===== src/rtl/pipe_reg_de_pkg.sv =====
`default_nettype none
// ============================================================================
// Module  : pipe_reg_de_pkg
// Brief   : Shared MIPS decode constants for the D/E, E/M and M/W pipeline
//           registers and the hazard unit: result-source encodings,
//           instruction field ranges, opcode/func values, link register.
// Revision: 1.0 - initial release
// ============================================================================
package pipe_reg_de_pkg;

    // Result source of an instruction, as seen by the hazard unit
    typedef enum logic [1:0] {
        RES_NW  = 2'b00,   // writes no register
        RES_ALU = 2'b01,   // result produced by the ALU in E
        RES_DM  = 2'b10,   // result produced by data memory in M
        RES_PC  = 2'b11    // link value (PC+8)
    } res_e;

    // Instruction field ranges
    localparam int c_op_hi   = 31;
    localparam int c_op_lo   = 26;
    localparam int c_rs_hi   = 25;
    localparam int c_rs_lo   = 21;
    localparam int c_rt_hi   = 20;
    localparam int c_rt_lo   = 16;
    localparam int c_rd_hi   = 15;
    localparam int c_rd_lo   = 11;
    localparam int c_func_hi = 5;
    localparam int c_func_lo = 0;

    // Primary opcodes
    localparam logic [5:0] c_op_rtype = 6'h00;
    localparam logic [5:0] c_op_j     = 6'h02;
    localparam logic [5:0] c_op_jal   = 6'h03;
    localparam logic [5:0] c_op_beq   = 6'h04;
    localparam logic [5:0] c_op_ori   = 6'h0D;
    localparam logic [5:0] c_op_xori  = 6'h0E;
    localparam logic [5:0] c_op_lui   = 6'h0F;
    localparam logic [5:0] c_op_lw    = 6'h23;
    localparam logic [5:0] c_op_sw    = 6'h2B;

    // R-type function codes
    localparam logic [5:0] c_func_jr   = 6'h08;
    localparam logic [5:0] c_func_jalr = 6'h09;
    localparam logic [5:0] c_func_movz = 6'h0A;
    localparam logic [5:0] c_func_addu = 6'h21;
    localparam logic [5:0] c_func_subu = 6'h23;

    // Register written by jal
    localparam logic [4:0] c_link_reg_default = 5'd31;

    // Contents of the D/E register
    typedef struct packed {
        logic [31:0] ir;
        logic [31:0] pc8;
        logic [31:0] rs;
        logic [31:0] rt;
        logic [31:0] ext;
        logic [4:0]  a1;
        logic [4:0]  a2;
        logic [4:0]  a3;
        logic [1:0]  res;
        logic        valid;
    } de_regs_t;

    // Bubble / reset image of the D/E register
    function automatic de_regs_t f_bubble(input logic [31:0] nop_ir);
        de_regs_t r;
        r    = '0;
        r.ir = nop_ir;
        return r;
    endfunction

endpackage : pipe_reg_de_pkg
`default_nettype wire


===== src/rtl/pipe_reg_de_res_decode.sv =====
`default_nettype none
// ============================================================================
// Module  : pipe_reg_de_res_decode
// Brief   : Combinational classifier: instruction word -> result source and
//           destination register, with the zero-destination rule applied.
// Revision: 1.0 - initial release
// ============================================================================
module pipe_reg_de_res_decode
    import pipe_reg_de_pkg::*;
#(
    parameter logic [4:0] LINK_REG = c_link_reg_default
) (
    input  logic [31:0] ir_i,
    output logic [1:0]  res_o,
    output logic [4:0]  a3_o
);

    logic [5:0] w_op;
    logic [5:0] w_func;
    logic [4:0] w_rt;
    logic [4:0] w_rd;
    logic [1:0] w_res;
    logic [4:0] w_a3;
    logic       w_unused_fields;

    assign w_op   = ir_i[c_op_hi:c_op_lo];
    assign w_func = ir_i[c_func_hi:c_func_lo];
    assign w_rt   = ir_i[c_rt_hi:c_rt_lo];
    assign w_rd   = ir_i[c_rd_hi:c_rd_lo];

    // rs and shamt never name a destination
    assign w_unused_fields = ^{ir_i[c_rs_hi:c_rs_lo], ir_i[10:6]};

    // Classify by opcode/func; movz counts as writing since its condition
    // is only resolved later in the pipe
    always_comb begin
        w_res = RES_NW;
        w_a3  = 5'd0;
        case (w_op)
            c_op_rtype: begin
                case (w_func)
                    c_func_addu, c_func_subu, c_func_movz: begin
                        w_res = RES_ALU;
                        w_a3  = w_rd;
                    end
                    c_func_jalr: begin
                        w_res = RES_PC;
                        w_a3  = w_rd;
                    end
                    default: ;
                endcase
            end
            c_op_ori, c_op_xori, c_op_lui: begin
                w_res = RES_ALU;
                w_a3  = w_rt;
            end
            c_op_lw: begin
                w_res = RES_DM;
                w_a3  = w_rt;
            end
            c_op_jal: begin
                w_res = RES_PC;
                w_a3  = LINK_REG;
            end
            default: ;
        endcase
    end

    // A write to $0 is no write at all
    assign res_o = (w_a3 == 5'd0) ? RES_NW : w_res;
    assign a3_o  = w_a3;

endmodule : pipe_reg_de_res_decode
`default_nettype wire


===== src/rtl/pipe_reg_de.sv =====
`default_nettype none
// ============================================================================
// Module  : pipe_reg_de
// Brief   : Decode-to-Execute pipeline register. Captures D-stage operands,
//           classifies the instruction for the hazard unit, and turns a
//           stall into a bubble in E.
//           Optional macro PIPE_REG_DE_PERF_EN adds a bubble counter output.
// Revision: 1.0 - initial release
// ============================================================================
module pipe_reg_de
    import pipe_reg_de_pkg::*;
#(
    parameter logic [31:0] NOP_IR   = 32'h0000_0000,
    parameter logic [4:0]  LINK_REG = c_link_reg_default
) (
    input  logic        clk,
    input  logic        reset,
    input  logic        stall,
    input  logic [31:0] IR_D,
    input  logic [31:0] PC8_D,
    input  logic [31:0] RS_D,
    input  logic [31:0] RT_D,
    input  logic [31:0] EXT_D,
    output logic [31:0] IR_E,
    output logic [31:0] PC8_E,
    output logic [31:0] RS_E,
    output logic [31:0] RT_E,
    output logic [31:0] EXT_E,
    output logic [4:0]  A1_E,
    output logic [4:0]  A2_E,
    output logic [4:0]  A3_E,
    output logic [1:0]  Res_E,
    output logic        valid_E
`ifdef PIPE_REG_DE_PERF_EN
    ,
    output logic [31:0] bubble_cnt
`endif
);

    localparam de_regs_t c_bubble = f_bubble(NOP_IR);

    de_regs_t   de_d;
    de_regs_t   de_q;
    logic [1:0] w_res;
    logic [4:0] w_a3;

    pipe_reg_de_res_decode #(
        .LINK_REG (LINK_REG)
    ) u_res_decode (
        .ir_i  (IR_D),
        .res_o (w_res),
        .a3_o  (w_a3)
    );

    // Next state: a stall selects the bubble image, otherwise load from D
    always_comb begin
        de_d = c_bubble;
        if (!stall) begin
            de_d.ir    = IR_D;
            de_d.pc8   = PC8_D;
            de_d.rs    = RS_D;
            de_d.rt    = RT_D;
            de_d.ext   = EXT_D;
            de_d.a1    = IR_D[c_rs_hi:c_rs_lo];
            de_d.a2    = IR_D[c_rt_hi:c_rt_lo];
            de_d.a3    = w_a3;
            de_d.res   = w_res;
            de_d.valid = 1'b1;
        end
    end

    // Pipeline register with asynchronous clear to the bubble image
    always_ff @(posedge clk or negedge reset) begin
        if (!reset) begin
            de_q <= c_bubble;
        end else begin
            de_q <= de_d;
        end
    end

    assign IR_E    = de_q.ir;
    assign PC8_E   = de_q.pc8;
    assign RS_E    = de_q.rs;
    assign RT_E    = de_q.rt;
    assign EXT_E   = de_q.ext;
    assign A1_E    = de_q.a1;
    assign A2_E    = de_q.a2;
    assign A3_E    = de_q.a3;
    assign Res_E   = de_q.res;
    assign valid_E = de_q.valid;

`ifdef PIPE_REG_DE_PERF_EN
    logic [31:0] bubble_cnt_q;
    logic [31:0] bubble_cnt_d;

    assign bubble_cnt_d = bubble_cnt_q + 32'd1;

    // Count stalled edges; wraps naturally at 2^32
    always_ff @(posedge clk or negedge reset) begin
        if (!reset) begin
            bubble_cnt_q <= 32'd0;
        end else if (stall) begin
            bubble_cnt_q <= bubble_cnt_d;
        end
    end

    assign bubble_cnt = bubble_cnt_q;
`endif

endmodule : pipe_reg_de
`default_nettype wire


===== config.mk =====
export PLATFORM = sky130hd
export DESIGN_NAME = pipe_reg_de
export DESIGN_NICKNAME = d
export VERILOG_FILES = /design/src/rtl/pipe_reg_de_pkg.sv /design/src/rtl/pipe_reg_de_res_decode.sv /design/src/rtl/pipe_reg_de.sv
export SDC_FILE = /design/constraint.sdc
export NUM_CORES = 1
export LEC_CHECK = 0
export CAP_MARGIN = 20
export CELL_PAD_IN_SITES_DETAIL_PLACEMENT = 0
export CELL_PAD_IN_SITES_GLOBAL_PLACEMENT = 1
export CORE_MARGIN = 5
export CORE_UTILIZATION = 25
export CTS_CLUSTER_SIZE = 10
export DETAILED_ROUTE_END_ITERATION = 7
export GPL_TIMING_DRIVEN = 0
export PLACE_DENSITY = 0.74
export SYNTH_ARGS = -nofsm -noshare
export SYNTH_HDL_FRONTEND = slang
export SYNTH_HIERARCHICAL = 1
export SYNTH_SLANG_ARGS = --single-unit

===== constraint.sdc =====
create_clock -name clk -period 0.8 [get_ports clk]
set_input_delay 0.08 -clock clk [delete_from_list [all_inputs] [get_ports clk]]
set_output_delay 0.08 -clock clk [all_outputs]
set_load 0.05 [all_outputs]

==> flow_summary.yaml <==
sta:
  fmax_mhz: 814
  hold_viol_final: 86
  relSlewSlack: 0.548
  setup_viol: 185
  hold-worst-slack_ns: -0.351
  tns_ns: -43.46
  rsz0062_at_grt: "true"
  finalWorstSetupSlack_ns: -0.428
  finalCritPeriodShare: 1.54
  tightestPinTransition_ns: 0.679
  min_period_ns: 1.23
  finalMaxSlewViolations: 0
cts:
  cts_hold_buf: 12
  cts.clk_slew.worst_paths_ns: 0.07
  clockBufferDepth: 2
  root_buffer: "clkbuf_16"
  cts_buffers: 17
  cts_sinks: 168
  cts_tree: "yes"
  htree_levels: 4
power:
  ir_drop_mv: 1.10
  p_int_mw: 15.5
  p_comb_frac: 0.206
  power.leakage_nw: 4.94
  switching_power_mw: 6.20
  pwr-share-seq: 0.421
  clockPowerShare: 0.373
  power_density_nw_per_um2: 2020
  p_sw_frac: 0.286
worst_setup_path:
  critPathMaxStageDelay_ns: 0.36
  cp.required_ns: 1.14
  cp_top_family: "simple AND/OR/NAND/NOR gates"
  cp_max_fo: 3
  startpoint_type: "input port"
  criticalPathCategory: "input port to flip-flop"
  worstPathArrival_ns: 1.57
  slowest_stage: "nor4bb_4"
  cp-end-kind: "flip-flop"
  cp_cell_sequence: "buf_8 > nor4bb_4 > a311oi_4 > nor4_4 > buf_4 > a221oi_4 > a221oi_2 > nor2b_1"
  critPathBufInv: 2
cells_and_area:
  multiInputGateArea_sq_um: 1460
  nets: 947
  areaGrowthSynthToFinish_pct: 87.1
  final_common_cell: "buf_6"
  layout_common_cells: "buf_6, nor2b_1, dfrtp_1"
  seq_area_sq_um: 4220
  antenna_cells: 0
  drive_above_1_share: 0.362
  fillers: 2037
global_routing:
  overflow: 0
  grt_usage: 0.141
  grt_pass1_vias: 4814
  grt_max_degree: 88
  grt_pass1_wl_um: 28300
  antenna_found_initial: 0
route:
  drcViolationCount: 0
  top_layer_used: "met4"
  vias_per_cell: 4.00
  vias: 4319
  wl_met1_um: 6730
  wl_met3_um: 2250
  wl_per_cell_um: 17.2
  drt-initial-drc-count: 103
  wl_um: 18600
  wl_met2_um: 9280
  antenna_left: 0
  first_pass_iters: 4
floorplanning:
  fp-row-count: 55
  io_pins: 341
  coreArea_sq_um: 22600
  start_util: 0.253
  fp.dieH_um: 161
  die_w_um: 161
  die-area_sq_um: 26100
place:
  io_buffer_count: 339
  dp_slack_ns: -1.37
  dp_hpwl_um: 14000
  place_congestion: 0.757
yosys:
  seq_area_frac_synth: 0.733
  yosys.cell_types.count: 26
  synth.area.top_cells: "dfrtp_1, nor2b_1, buf_4"
  syn_area_sq_um: 5740
  synthArstFlopShare: 1.00
  synth_area_per_cell_sq_um: 14.3
  yosysWarnings: 6
  synth_cells: 400
  synth_nets: 563
  synth_top_cell_by_area: "dfrtp_1"
  ys_ff_latch: 168
  synthFlopType: "dfrtp_1"
  synth_top_area_frac: 0.733
  synth-edff-count: 0
outcome:
  violations: "negative hold slack, negative setup slack"
  status: "finished, violations left"
run:
  maxCapViolCount: 0
worst_hold_path:
  min_path_type: "input port to asynchronous set/reset pin"
==> final timing paths <==
path / slack (ns) / end / startpoint / cells after the start
setup / recovery: -0.43 / Res_E[1] / IR_D[1] / 8
hold / removal: -0.35 / RS_E[13] / reset / 1
max in group asynchronous: 0.30 / A1_E[3] / reset / 2
min in group clk: 0.03 / IR_E[20] / IR_D[20] / 2
==> registers in the layout, summed over array words and instances, names as in the netlist <==
register / cells
A1_E: 4
A2_E: 4
A3_E: 5
EXT_E: 32
IR_E: 24
PC8_E: 32
RS_E: 32
RT_E: 32
Res_E: 2
valid_E: 1
==> power by group through the flow <==
stage	combinational [mW]	clock [mW]	sequential [mW]
floorplan	0.608	0	10.7
global placement	4.22	0	9.20
detailed placement	4.25	0	9.19
CTS	4.50	8.41	9.12
global route	4.68	8.77	9.17
finish	4.47	8.10	9.12
==> logic make-up (layout without fill, tap and decap cells) <==
family | after synthesis | after routing | synth area share
flops | 168 | 168 | 0.733
simple gates | 185 | 185 | 0.210
compound gates | 14 | 14 | 0.0242
buf+inv | 33 | 429 | 0.0325
==> timing repair <==
| item | 4_1_cts | 5_1_grt |
|---|---|---|
| setup buffers | 11 | 2 |
| pin swaps | 18 | 8 |
| setup endpoints to repair | 185 | 185 |
| gates resized for setup | 1332 | 9 |
| hold endpoints to repair | 119 | 86 |
==> cell usage after synthesis (all sizes together), types with 2 or more instances <==
cell / number
nand4: 2
buf: 26
nor2: 2
clkbuf: 2
nor4bb: 2
nand3: 3
a21oi: 3
a221oi: 3
inv: 5
a221o: 3
nor2b: 167
nand2: 3
nor4: 2
dfrtp: 168
==> metrics by stage <==
step	cell area, sq um	std cells	utilization	power [mW]
2_1_floorplan	5790	400	-	11.3
3_3_place_gp	9540	1024	0.421	13.4
3_5_place_dp	9570	1025	0.423	13.4
4_1_cts	10700	1079	0.472	22.0
5_1_grt	10700	1081	0.474	22.6
6_report	10700	1081	0.474	21.7
==> per-layer routing <==
metal | global-route usage | up-vias
li1 | - | 2011
met1 | 0.153 | 2076
met2 | 0.243 | 214
met3 | 0.0709 | 18
met4 | 0.0446 | 0
met5 | 0 | -
==> layout make-up <==
cell class	count	share of cell area
Buffer	28	0.0191
Tap cell	285	0.0332
Clock buffer	18	0.0400
Clock inverter	13	0.0136
Inverter	5	0.00175
Multi-Input combinational cell	199	0.136
Timing Repair Buffer	365	0.364
Sequential cell	168	0.393
Note: power is estimated with default switching activity, not from simulation.
